[src/rtl/ctrl_pkg.sv]
`default_nettype none
// ============================================================================
//  Module      : ctrl_pkg
//  Description : Opcode field patterns, state encoding and decode bundle
//                shared by the control-unit decoder and FSM.
//  Revision    : 1.0 - initial release
// ============================================================================
package ctrl_pkg;

    // FSM state encoding
    localparam logic [1:0] ST_RUN  = 2'd0;
    localparam logic [1:0] ST_WAIT = 2'd1;
    localparam logic [1:0] ST_HALT = 2'd2;

    // Field patterns: OPF_* match a prefix of opcode, OP_* the full 6 bits
    localparam logic       OPF_ALU  = 1'b1;     // opcode[5]
    localparam logic [1:0] OPF_RSVD = 2'b01;    // opcode[5:4]
    localparam logic [3:0] OPF_LI   = 4'b0000;  // opcode[5:2]
    localparam logic [3:0] OPF_WAIT = 4'b0010;  // opcode[5:2]
    localparam logic [3:0] OPF_HALT = 4'b0011;  // opcode[5:2]
    localparam logic [5:0] OP_J     = 6'b000100;
    localparam logic [5:0] OP_JZ    = 6'b000101;
    localparam logic [5:0] OP_JNZ   = 6'b000110;
    localparam logic [5:0] OP_NOP   = 6'b000111;

    typedef struct packed {
        logic       s_inc;
        logic       s_inm;
        logic       we3;
        logic       wez;
        logic [2:0] op_alu;
        logic       is_wait;
        logic       is_halt;
        logic       is_rsvd;
        logic [1:0] wait_n;
    } dec_t;

endpackage
`default_nettype wire

[src/rtl/ctrl_dec.sv]
`default_nettype none
// ============================================================================
//  Module      : ctrl_dec
//  Description : Pure combinational opcode decoder for the RUN state.
//  Revision    : 1.0 - initial release
// ============================================================================
module ctrl_dec
    import ctrl_pkg::*;
(
    input  logic [5:0] opcode,
    input  logic       z,
    output dec_t       dec
);

    always_comb begin
        dec        = '0;
        dec.s_inc  = 1'b1;
        dec.wait_n = opcode[1:0];
        if (opcode[5] == OPF_ALU) begin
            dec.op_alu = opcode[4:2];
            dec.we3    = 1'b1;
            dec.wez    = 1'b1;
        end else if (opcode[5:4] == OPF_RSVD) begin
            dec.is_rsvd = 1'b1;
        end else if (opcode[5:2] == OPF_LI) begin
            dec.we3   = 1'b1;
            dec.s_inm = 1'b1;
        end else if (opcode[5:2] == OPF_WAIT) begin
            dec.is_wait = 1'b1;
        end else if (opcode[5:2] == OPF_HALT) begin
            dec.is_halt = 1'b1;
        end else begin
            // Remaining 0001xx space: jumps and NOP
            case (opcode)
                OP_J:    dec.s_inc = 1'b0;
                OP_JZ:   dec.s_inc = ~z;
                OP_JNZ:  dec.s_inc = z;
                OP_NOP:  dec.s_inc = 1'b1;
                default: dec.s_inc = 1'b1;
            endcase
        end
    end

endmodule
`default_nettype wire

[src/rtl/ctrl_unit.sv]
`default_nettype none
// ============================================================================
//  Module      : ctrl_unit
//  Description : Processor control unit: RUN/WAIT/HALT FSM, wait counter and
//                sticky illegal-opcode flag around the opcode decoder.
//  Revision    : 1.0 - initial release
// ============================================================================
module ctrl_unit
    import ctrl_pkg::*;
#(
    parameter int HALT_ON_ILLEGAL = 0
) (
    input  logic       clk,
    input  logic       reset,
    input  logic [5:0] opcode,
    input  logic       z,
    output logic       s_inc,
    output logic       s_inm,
    output logic       we3,
    output logic       wez,
    output logic [2:0] op_alu,
    output logic       pc_we,
    output logic       halted,
    output logic       illegal
);

    localparam logic c_halt_on_ill = (HALT_ON_ILLEGAL != 0);

    logic [1:0] r_state;
    logic [1:0] w_state_next;
    logic [1:0] r_cnt;
    logic [1:0] w_cnt_next;
    logic       r_illegal;
    logic       w_illegal_next;
    logic       w_halt_req;
    dec_t       w_dec;

    ctrl_dec u_dec (
        .opcode (opcode),
        .z      (z),
        .dec    (w_dec)
    );

    assign w_halt_req = w_dec.is_halt | (w_dec.is_rsvd & c_halt_on_ill);
    assign illegal    = r_illegal;

    always_ff @(posedge clk or posedge reset) begin
        if (reset) begin
            r_state   <= ST_RUN;
            r_cnt     <= 2'd0;
            r_illegal <= 1'b0;
        end else begin
            r_state   <= w_state_next;
            r_cnt     <= w_cnt_next;
            r_illegal <= w_illegal_next;
        end
    end

    always_comb begin
        w_state_next   = r_state;
        w_cnt_next     = r_cnt;
        w_illegal_next = r_illegal;
        case (r_state)
            ST_RUN: begin
                if (w_dec.is_rsvd) w_illegal_next = 1'b1;
                if (w_dec.is_wait) begin
                    w_state_next = ST_WAIT;
                    w_cnt_next   = w_dec.wait_n;
                end else if (w_halt_req) begin
                    w_state_next = ST_HALT;
                end
            end
            // Count n..0 in WAIT, so WAIT n spans n+2 cycles with its decode cycle
            ST_WAIT: begin
                if (r_cnt == 2'd0) w_state_next = ST_RUN;
                else               w_cnt_next   = r_cnt - 2'd1;
            end
            ST_HALT: w_state_next = ST_HALT;
            default: w_state_next = ST_RUN;
        endcase
    end

    always_comb begin
        s_inc  = 1'b1;
        s_inm  = 1'b0;
        we3    = 1'b0;
        wez    = 1'b0;
        op_alu = 3'b000;
        pc_we  = 1'b0;
        halted = 1'b0;
        if (!reset) begin
            case (r_state)
                ST_RUN: begin
                    s_inc  = w_dec.s_inc;
                    s_inm  = w_dec.s_inm;
                    we3    = w_dec.we3;
                    wez    = w_dec.wez;
                    op_alu = w_dec.op_alu;
                    pc_we  = ~(w_dec.is_wait | w_halt_req);
                end
                ST_WAIT: pc_we  = (r_cnt == 2'd0);
                ST_HALT: halted = 1'b1;
                default: pc_we  = 1'b0;
            endcase
        end
    end

endmodule
`default_nettype wire

[config.mk]
export PLATFORM = sky130hd
export DESIGN_NAME = ctrl_unit
export DESIGN_NICKNAME = d
export VERILOG_FILES = /design/src/rtl/ctrl_pkg.sv /design/src/rtl/ctrl_dec.sv /design/src/rtl/ctrl_unit.sv
export SDC_FILE = /design/constraint.sdc
export NUM_CORES = 1
export LEC_CHECK = 0
export ABC_CLOCK_PERIOD_IN_PS = 1400
export BUFFER_PORTS_ARGS = -buffer_cell sky130_fd_sc_hd__buf_2
export CAP_MARGIN = 15
export CORE_AREA = 2 2 39 41
export CTS_BUF_LIST = sky130_fd_sc_hd__clkbuf_8
export DETAILED_ROUTE_END_ITERATION = 8
export DIE_AREA = 0 0 41 43
export PLACE_DENSITY = 0.6
export SETUP_SLACK_MARGIN = 0.05
export SYNTH_ARGS = -nofsm -noshare
export SYNTH_HDL_FRONTEND = slang
export SYNTH_HIERARCHICAL = 1
export SYNTH_SLANG_ARGS = --single-unit
[constraint.sdc]
create_clock -name clk -period 1.4 [get_ports clk]
set_input_delay 0.07 -clock clk [delete_from_list [all_inputs] [get_ports clk]]
set_output_delay 0.07 -clock clk [all_outputs]
set_load 0.005 [all_outputs]
After elaboration in Yosys (flattened, before gate mapping)
Cells that the tools add are included.
{ "totals": {"register_bits": 5, "in_bits": 9, "elab_cells": 63, "rom_bits": 0, "ram_bits": 0, "memories": 0, "latchBits": 0, "output_inout_bits": 10} }
{ "op_classes": {"n_mul": 0, "eq_ne": 12, "n_div": 0, "n_lt_le_gt_ge": 0, "muxes": 37, "n_reduce_logical": 7, "n_shift": 0, "addsub": 1, "n_bitwise": 3} }
{ "op_table": {"columns": ["op", "n"], "rows": [
  ["$mux 1", 19],
  ["$eq 6x3->1 const B", 3],
  ["$mux 2", 9],
  ["$mux 3", 4],
  ["$eq 4x2->1 const B", 2],
  ["$ne 2x2->1 const B", 3],
  ["$pmux 2 s3", 1],
  ["$eq 2x1->1 const B", 2],
  ["$logic_not 2->1", 2],
  ["$logic_not 4->1", 1],
  ["$mux 4", 1],
  ["$pmux 2 s2", 1],
  ["$reduce_and 2->1", 2],
  ["$ne 3x3->1 const B", 1],
  ["$pmux 1 s3", 1],
  ["$reduce_and 3->1", 1],
  ["$eq 2x2->1 const B", 1],
  ["$not 1->1", 2],
  ["$pmux 1 s2", 1],
  ["$reduce_bool 2->1", 1],
  ["$sub 2x1->2 const B", 1],
  ["$or 1x1->1", 1]
]} }

Longest topological paths before layout
Gate-level depths: netlist of run 1.
{ "depth": {"depth_word": 10, "ltp_mapped": 5, "mapped_depth_nobuf": 5} }

Hierarchy
Netlist of run 1, hierarchy kept.
{ "modules_own_cells": {"columns": ["mod", "n_inst", "cells_each", "area_per_inst_um2"], "rows": [
  ["ctrl_unit", 1, 36, 344.1],
  ["ctrl_dec", 1, 14, 106.4]
]} }

Least setup slack after synthesis of run 1
No wires, ideal clock.
{ "synth_path": {"path_kind": "reg2reg", "from": "register r_cnt[0]", "to": "register r_cnt[0]", "stages_incl_launch_ff": 6, "arrival_ns": 0.915, "t_required_ns": 1.272, "slack_ns": 0.357, "n_path_buf": 0, "setup_time_ns": 0.128, "cell_sequence": "dfrtp_1 -> inv_1 -> ha_1 -> a21oi_2 -> o21ai_2 -> mux2i_1"} }
{ "synth_via": {"elab_chain_cells": 3, "elab_cells_between_ends": 6} }
{ "synth_rtl": {"columns": ["item", "line", "text"], "rows": [
  ["from (decl)", "ctrl_unit.sv:31", "logic [1:0] r_cnt;"],
  ["from (signal assigned)", "ctrl_unit.sv:54", "r_cnt <= w_cnt_next;"],
  ["$sub 2x1->2 or $logic_not 2->1 (tied branches)", "ctrl_unit.sv:76, ctrl_unit.sv:75", null],
  ["$mux 2 or $ne 2x2->1 (tied branches)", null, null],
  ["$pmux 2 s2 or $reduce_and 3->1 (tied branches)", null, null]
]} }
Several ways; a longest one is shown, not always the timed one. The select of a mux whose other input is x is not followed.
A chain may end at the register's enable or synchronous reset.

Worst setup path after layout of run 1
{ "layout_path": {"from": "register r_state[1]", "to": "output pc_we"} }
{ "layout_via": {"elab_chain_cells": 3, "elab_cells_between_ends": 4} }
{ "layout_rtl": {"columns": ["item", "line", "text"], "rows": [
  ["from (decl)", "ctrl_unit.sv:29", "logic [1:0] r_state;"],
  ["from (signal assigned)", "ctrl_unit.sv:53", "r_state <= w_state_next;"],
  ["$eq 2x1->1 or $logic_not 2->1 (tied branches)", "ctrl_unit.sv:92", "case (r_state)"],
  ["$pmux 1 s2 *", "ctrl_unit.sv:92", null],
  ["$mux 1 *", "ctrl_unit.sv:91", "if (!reset) begin"],
  ["to (decl)", "ctrl_unit.sv:22", "output logic pc_we,"]
]} }
Every way passes the cells marked *; elsewhere a longest branch is shown, timed or not.

==> results of run 1 <==
## Yosys cell counts (all sizes together)
| master | count |
|---|---|
| mux2i | 4 |
| nand4b | 1 |
| buf | 4 |
| nand3b | 1 |
| o21ai | 2 |
| a21oi | 3 |
| a21o | 1 |
| nand2b | 1 |
| or2 | 1 |
| and3 | 1 |
| nor2 | 3 |
| dfrtp | 5 |
| nor3b | 1 |
| and2 | 9 |
| nor4 | 1 |
| ha | 1 |
| nor2b | 2 |
| nor3 | 3 |
| inv | 5 |
| nor4b | 1 |
## state kept, by name (all words and copies together), names as in the netlist
name     flops
illegal      1
r_state      2
r_cnt        2
## layer usage
| layer | wire length [um] | vias to the layer above | part of all wire (%) | global-route usage (%) |
|---|---|---|---|---|
| li1 | - | 217 | - | - |
| met1 | 408 | 187 | 42 | 15.5 |
| met2 | 472 | 18 | 48 | 20.0 |
| met3 | 57 | 5 | 5.8 | 4.71 |
| met4 | 43 | 0 | 4.4 | 12.0 |
| met5 | 0 | - | 0 | 0 |
## area by class of cell
class / instances / area [sq um] / area share, %
Clock buffer: 3 / 41.3 / 6.46
Clock inverter: 1 / 3.75 / 0.587
Inverter: 5 / 18.8 / 2.94
Multi-Input combinational cell: 36 / 275 / 43.1
Sequential cell: 5 / 128 / 20.0
Tap cell: 16 / 20.0 / 3.13
Timing Repair Buffer: 26 / 153 / 23.9
## cell families after synthesis
family | count (synthesis) | share of synthesized area [%]
and+or+nand+nor | 25 | 40.0
buffers and inverters | 9 | 11.7
AOI/OAI and AO/OA | 6 | 8.89
DFF | 5 | 27.8
muxes | 4 | 8.89
adders and majority gates | 1 | 2.78
## power groups by stage
stage | logic (W) | registers (W) | clock network (W)
after global placement | 0.000325 | 0.000275 | 0
after global routing | 0.000535 | 0.000258 | 0.000288
final | 0.000477 | 0.000249 | 0.000267
after detailed placement | 0.000334 | 0.000283 | 0
after floorplan | 0.000293 | 0.000238 | 0
after CTS | 0.000370 | 0.000268 | 0.000274
## repair_timing
item,CTS,global route
setup buffers,1,5
setup endpoints to repair,8,6
hold endpoints to repair,5,0
resized for setup,2,2
hold buffers,1,0
pin swaps,1,3
## metrics by stage
stage	worst slack (ns)	instances
floorplan	0.357	50
global placement	0.263	81
detailed placement	0.202	81
CTS	0.0966	87
global route	0.0448	92
finish	0.123	92
## cells in the final DEF, fill, tap and decap left out
cell | synthesis | routed
nor4b_1 | 1 | 1
nand3b_1 | 1 | 1
and2_1 | 8 | 8
mux2i_1 | 4 | 4
nor3_4 | 1 | 1
dlygate4sd3_1 | 0 | 1
and3_2 | 1 | 1
buf_2 | 0 | 18
nor3_1 | 2 | 2
a21o_1 | 1 | 1
inv_2 | 0 | 1
nor2_1 | 3 | 3
nor4_2 | 1 | 1
nor3b_1 | 1 | 1
or2_1 | 1 | 1
nor2b_1 | 1 | 1
nand2b_1 | 1 | 1
o21ai_1 | 1 | 1
clkbuf_8 | 0 | 3
inv_1 | 5 | 5
nand4b_1 | 1 | 1
ha_2 | 0 | 1
buf_4 | 3 | 7
a21oi_1 | 2 | 2
dfrtp_2 | 0 | 2
o21ai_2 | 1 | 1
nor2b_4 | 1 | 1
and2_2 | 1 | 1
a21oi_2 | 1 | 1
dfrtp_1 | 5 | 3
## worst paths after layout
path                       startpoint  depth (start not counted)  slack, ns         end
max in group asynchronous       reset                          3       0.85  r_state[1]
min reg2reg                   illegal                          1       0.45     illegal
min                         opcode[1]                          3       0.16    r_cnt[1]
min in group asynchronous       reset                          3       0.35    r_cnt[0]
max reg2reg                r_state[1]                          5       0.18    r_cnt[0]
max                        r_state[1]                          4       0.12       pc_we
## critical path: cells and delay by family, from the launching register on
kind / cells / cell delay, ns
simple gates: 1 / 0.16
buf+inv: 3 / 0.40
flops: 1 / 0.42
==> flow_summary.json, run 1 <==
{
  "status": "completed",
  "grt_max_degree": 10,
  "ant_nets": 0,
  "yosysWarnings": 6,
  "routedWlPerCell_um": 10.7,
  "initial_utilization_pct": 32.5,
  "seq_area_frac_synth_pct": 27.8,
  "drt_wl_total_um": 982,
  "skew_ns": 0.00173,
  "drt_first_pass_iters": 4,
  "syn_nets": 60,
  "comb_power_share_pct": 48.0,
  "core-area_sq_um": 1380,
  "ys_types": 26,
  "p_leak_nw": 0.328,
  "diodes": 0,
  "ios": 19,
  "antenna_found_initial": 0,
  "powerDensity_nw_per_um2": 1550,
  "grtUsageTotal_pct": 14.0,
  "finalMaxSlewViolations": 0,
  "fin_tns_setup_ns": 0,
  "clock_latency_ns": 0.22,
  "syn_inst": 50,
  "swShare_pct": 34.5,
  "cp_cell_sequence": "buf_4, buf_4, nor3_1, buf_2",
  "cts_buffers": 3,
  "drv_cap": 0,
  "drive_above_1_share_pct": 51.3,
  "placed_cell_area_sq_um": 534,
  "grt_first_pass_wirelength_um": 1550,
  "place_congestion": 0.678,
  "synth_top_cell_area_share_pct": 27.8,
  "dieWidth_um": 41,
  "fin_util_pct": 46.2,
  "period_share_pct": 91.2,
  "syn_area_sq_um": 450,
  "num_vias": 427,
  "cpPeakStageDelay_ns": 0.42,
  "power.internal_w": 0.000651,
  "critical_path_class": "register to primary output",
  "htreeDepth": 1,
  "clk_path_buf_depth": 2,
  "period_needed_ns": 1.28,
  "start_kind": "register",
  "cts_root_buf": "clkbuf_8",
  "clkSinkCount": 5,
  "p_total_w": 0.000994,
  "vias_per_cell": 4.64,
  "cts_tree": "built",
  "globalRouteOverflowTotal": 0,
  "end_kind": "primary output",
  "drc": 0,
  "design_area_sq_um": 639,
  "holdWs_ns": 0.157,
  "critPathMaxFanout": 3,
  "pwr-share-clk_pct": 26.9,
  "crit_slowest_cell": "dfrtp_2",
  "drt_iter0_drc": 4,
  "post-synth-top-area-cell": "dfrtp_1",
  "critical_path.most_common_cell": "buf_4",
  "syn_to_final_growth_pct": 41.9,
  "dpl.hpwl_um": 700,
  "hold_violations": 0,
  "setup_viol": 0,
  "seq_power_share_pct": 25.1,
  "nets": 87,
  "die_y_um": 43,
  "tightest_slew_ns": 0.252,
  "die_area_sq_um": 1760,
  "synth_area_per_cell_sq_um": 9.01,
  "ys_ff_latch": 5,
  "clk_pin_slew_worst_paths_ns": 0.04,
  "n_fill_cell": 145,
  "grt_pass1_vias": 367,
  "peakVddDrop_mv": 0.648,
  "switchingPower_w": 0.000343,
  "max_freq_mhz": 783,
  "hp-class": "primary input to register",
  "rsz0062_at_grt": "true",
  "max-slew-margin-rel_pct": 82.9,
  "required_ns": 1.33,
  "num_rows": 14,
  "synthTopCellsByArea": "dfrtp_1 (28%), and2_1 (11%), mux2i_1 (8.9%), buf_4 (5.0%), inv_1 (4.2%)",
  "worst_ep_arrival_time_ns": 1.21,
  "io_buffers": 18
}
No activity file was read; power rests on OpenSTA's default activity.
==> run 2, diff against run 1 <==
CORE_AREA = 2 2 40 42   (was 2 2 39 41)
DIE_AREA = 0 0 42 44   (was 0 0 41 43)
PLACE_DENSITY = 0.57   (was 0.6)
==> flow_summary.json, run 2 (same netlist as run 1, synthesis figures left out) <==
{
  "status": "completed",
  "io_buffers": 18,
  "timing.rr.start": "r_state[0]",
  "die_y_um": 44,
  "diodes": 0,
  "pwr-share-clk_pct": 27.3,
  "peakVddDrop_mv": 0.599,
  "met2_usage_pct": 16.6,
  "htreeDepth": 1,
  "vias_per_cell": 4.43,
  "critPathMaxFanout": 7,
  "place_congestion": 0.694,
  "grtUsageTotal_pct": 11.0,
  "die_area_sq_um": 1850,
  "p_leak_nw": 0.321,
  "rr_endpoint": "r_cnt[1]",
  "grt.busiest_layer": "met2",
  "period_share_pct": 92.1,
  "powerDensity_nw_per_um2": 1510,
  "drt_first_pass_iters": 2,
  "hp-class": "primary input to register",
  "required_ns": 1.33,
  "cts_tree": "built",
  "hold_violations": 0,
  "switchingPower_w": 0.000324,
  "ios": 19,
  "endpoint": "we3",
  "num_rows": 14,
  "clkSinkCount": 5,
  "worst_ep_arrival_time_ns": 1.22,
  "multi_input_area_sq_um": 273,
  "max-slew-margin-rel_pct": 83.4,
  "routedWlPerCell_um": 10.7,
  "r2r_cells": 4,
  "tightest_slew_ns": 0.246,
  "num_vias": 399,
  "finalMaxSlewViolations": 0,
  "initial_utilization_pct": 31.7,
  "cts_root_buf": "clkbuf_8",
  "n_fill_cell": 160,
  "ant_nets": 0,
  "fin_util_pct": 43.8,
  "seqCellArea_sq_um": 128,
  "antenna_found_initial": 0,
  "drive_above_1_share_pct": 47.3,
  "clk_pin_slew_worst_paths_ns": 0.03,
  "cp-startpoint": "r_state[0]",
  "core-area_sq_um": 1420,
  "grt_max_degree": 11,
  "dieWidth_um": 42,
  "syn_to_final_growth_pct": 38.1,
  "met3_usage_pct": 2.50,
  "critical_path_class": "register to primary output",
  "grt_pass1_vias": 361,
  "globalRouteOverflowTotal": 0,
  "drt_iter0_drc": 2,
  "comb_power_share_pct": 43.9,
  "final_cell_mix": "buf_2 (18), and2_1 (8), inv_1 (6)",
  "p_total_w": 0.000937,
  "max_freq_mhz": 776,
  "skew_ns": 0.00101,
  "seq_power_share_pct": 28.8,
  "drc": 0,
  "nets": 85,
  "grtUsageMet1_pct": 14.1,
  "rsz0062_at_grt": "true",
  "cts_buffers": 3,
  "start_kind": "register",
  "dpl.hpwl_um": 691,
  "drt_wl_total_um": 967,
  "fin_tns_setup_ns": 0,
  "mostFrequentLayoutCell": "buf_2",
  "power.internal_w": 0.000613,
  "end_kind": "primary output",
  "clk_path_buf_depth": 2,
  "grt_first_pass_wirelength_um": 1500,
  "swShare_pct": 34.6,
  "clock_latency_ns": 0.22,
  "r2r_slack_ns": 0.16,
  "drv_cap": 0,
  "setup_viol": 0,
  "period_needed_ns": 1.29
}
==> run 2: cell types whose count changed in the layout (fill, tap and decap cells not counted) <==
cell	before	now
ha_1	0	1
inv_1	5	6
ha_2	1	0
buf_4	7	5
inv_2	1	0
==> run 2: per-layer routing <==
layer / routed length, um / share of wire (%)
met1: 422 / 44
met2: 516 / 53
met3: 28 / 2.9
met4: 0 / 0
met5: 0 / 0
==> run 2: through the flow <==
step / instances / setup slack, ns / hold slack (ns) / instance area [sq um]
3_5_place_dp: 81 / 0.219 / 0.0307 / 534
5_1_grt: 90 / 0.0306 / 0.180 / 622
2_1_floorplan: 50 / 0.357 / -0.151 / 450
6_report: 90 / 0.111 / 0.155 / 622
3_3_place_gp: 81 / 0.241 / 0.0254 / 534
4_1_cts: 86 / 0.0576 / 0.150 / 591
==> run 2: cell type report <==
cell class / instances / share of cell area [%]
timing repair buffer: 24 / 22.1
sequential: 5 / 20.5
multi-input combinational: 36 / 43.9
clock buffer: 3 / 6.64
tap: 16 / 3.22
inverter: 5 / 3.02
clock inverter: 1 / 0.604
==> run 2: power by group through the flow <==
| stage | logic [W] | registers (W) | clock network [W] |
|---|---|---|---|
| final | 0.000412 | 0.000270 | 0.000256 |
| after global routing | 0.000461 | 0.000277 | 0.000278 |
| after CTS | 0.000329 | 0.000283 | 0.000262 |
| after detailed placement | 0.000327 | 0.000280 | 0 |
| after global placement | 0.000323 | 0.000276 | 0 |
| after floorplan | 0.000293 | 0.000238 | 0 |
==> run 2: what timing repair did <==
item	CTS	global route
hold endpoints to repair	5	0
buffers inserted	0	4
hold buffers	1	0
resized for setup	1	1
setup endpoints to repair	8	8
pin swaps	1	4
cloned	0	0
==> run 2: worst min path at each step <==
stage                       to  startpoint  cells after the start  slack, ns
finish                r_cnt[0]   opcode[0]                      3       0.15
global route          r_cnt[0]   opcode[0]                      3       0.18
CTS                   r_cnt[0]   opcode[0]                      3       0.15
detailed placement  r_state[1]       reset                      2       0.03
global placement    r_state[1]       reset                      2       0.03
floorplan              illegal       reset                      1      -0.15
==> run 2: critical path: stages, from the launching register on <==
cell and delay, ns:
dfrtp_2 0.44, nor3_4 0.29, and2_1 0.16, buf_2 0.10
==> run 3, diff against run 2 <==
ABC_CLOCK_PERIOD_IN_PS = 1180   (was 1400)
CTS_CLUSTER_SIZE = 40   (was not set)
PLACE_DENSITY = 0.59   (was 0.57)
clock period = 1.18 ns   (was 1.4 ns; I/O delays follow)
==> flow_summary.json, run 3 (same netlist as run 1, synthesis figures left out) <==
{
  "n_fill_cell": 140,
  "dieWidth_um": 42,
  "powerDensity_nw_per_um2": 1870,
  "dpl.hpwl_um": 712,
  "vias_per_cell": 4.51,
  "drt_wl_total_um": 984,
  "status": "finished, violations left",
  "skew_ns": 0.00246,
  "drc": 0,
  "p_total_w": 0.00130,
  "clkSinkCount": 5,
  "cts_buffers": 3,
  "drive_above_1_share_pct": 56.4,
  "io_buffers": 18,
  "drt_first_pass_iters": 3,
  "end_kind": "primary output",
  "clock_latency_ns": 0.22,
  "ios": 19,
  "die_area_sq_um": 1850,
  "critPathMaxFanout": 7,
  "place_congestion": 0.715,
  "worst_ep_arrival_time_ns": 1.15,
  "clk_pin_slew_worst_paths_ns": 0.03,
  "initial_utilization_pct": 31.7,
  "grt_pass1_vias": 381,
  "setup_viol": 7,
  "syn_to_final_growth_pct": 54.4,
  "num_vias": 424,
  "p_leak_nw": 0.344,
  "antenna_found_initial": 0,
  "diodes": 0,
  "grt_first_pass_wirelength_um": 1580,
  "hp-class": "primary input to register",
  "grt_max_degree": 8,
  "violations": "negative setup slack",
  "final_cell_mix": "buf_2 (18), and2_1 (8), buf_4 (7)",
  "tightest_slew_ns": 0.243,
  "period_needed_ns": 1.21,
  "routedWlPerCell_um": 10.5,
  "peakVddDrop_mv": 0.987,
  "rsz0062_at_grt": "true",
  "mostFrequentLayoutCell": "buf_2",
  "die_y_um": 44,
  "finalMaxSlewViolations": 0,
  "max-slew-margin-rel_pct": 83.6,
  "cts_root_buf": "clkbuf_8",
  "max_freq_mhz": 830,
  "setup_slack_ns": -0.0253,
  "drv_cap": 0,
  "ant_nets": 0,
  "period_share_pct": 102,
  "htreeDepth": 1,
  "design_area_sq_um": 696,
  "grtUsageTotal_pct": 11.5,
  "core-area_sq_um": 1420,
  "globalRouteOverflowTotal": 0,
  "cts_tree": "built",
  "num_rows": 14,
  "hold_violations": 0,
  "nets": 89,
  "start_kind": "register",
  "required_ns": 1.12,
  "clk_path_buf_depth": 2,
  "placed_cell_area_sq_um": 549,
  "critical_path_class": "register to primary output",
  "drt_iter0_drc": 1
}
## run 3: cell type report
type	count	area [sq um]	share of cell area, %
multi-input cells	36	309	44.4
repair buffers	28	175	25.2
flip-flops and latches	5	128	18.3
clock buffers	3	41.3	5.94
well taps	16	20.0	2.88
inverters	5	18.8	2.70
clock inverters	1	3.75	0.540
## run 3: report_power, final
| group | switching, W | internal (W) | total, W |
|---|---|---|---|
| clock network | 0.0000775 | 0.000222 | 0.000300 |
| logic | 0.000317 | 0.000378 | 0.000695 |
| registers | 0.0000629 | 0.000241 | 0.000304 |
| total | 0.000457 | 0.000841 | 0.00130 |
## run 3: through the flow
step / util [%] / TNS (ns) / hold WS (ns) / std cells / setup slack, ns
detailed placement: 38.7 / -0.00416 / 0.0172 / 83 / -0.00416
global placement: 38.7 / 0 / 0.0137 / 83 / 0.0302
finish: 49.0 / -0.152 / 0.143 / 94 / -0.0253
CTS: 47.6 / -0.393 / 0.144 / 93 / -0.0590
floorplan: - / 0 / -0.162 / 50 / 0.137
global route: 49.0 / -0.827 / 0.170 / 94 / -0.115
## run 3: final timing paths
check / from / end / slack [ns] / depth (start not counted)
max: r_state[1] / op_alu[1] / -0.03 / 3
min: opcode[0] / r_cnt[0] / 0.14 / 3
max reg2reg: r_cnt[1] / r_cnt[1] / 0.05 / 6
min reg2reg: illegal / illegal / 0.44 / 1
max in group asynchronous: reset / r_state[0] / 0.65 / 3
min in group asynchronous: reset / illegal / 0.34 / 3
## run 3: critical path, stage by stage (launching register included)
cell	delay (ns)
dfrtp_2	0.42
nor3_4	0.25
and2_1	0.16
buf_2	0.10
## run 3: what timing repair did
action                                  CTS  global route
gates resized for setup                   9             3
endpoints found under the setup margin   11            11
hold buffers                              1             0
endpoints found under the hold margin     5             0
buffers inserted                          5             1
pin swaps                                 7             7
## run 3: per-layer routing
metal | routed length, um | global-route usage, %
met2 | 527 | 19.7
met4 | 0 | 3.87
met5 | 0 | 0
met3 | 53 | 4.17
met1 | 403 | 13.3
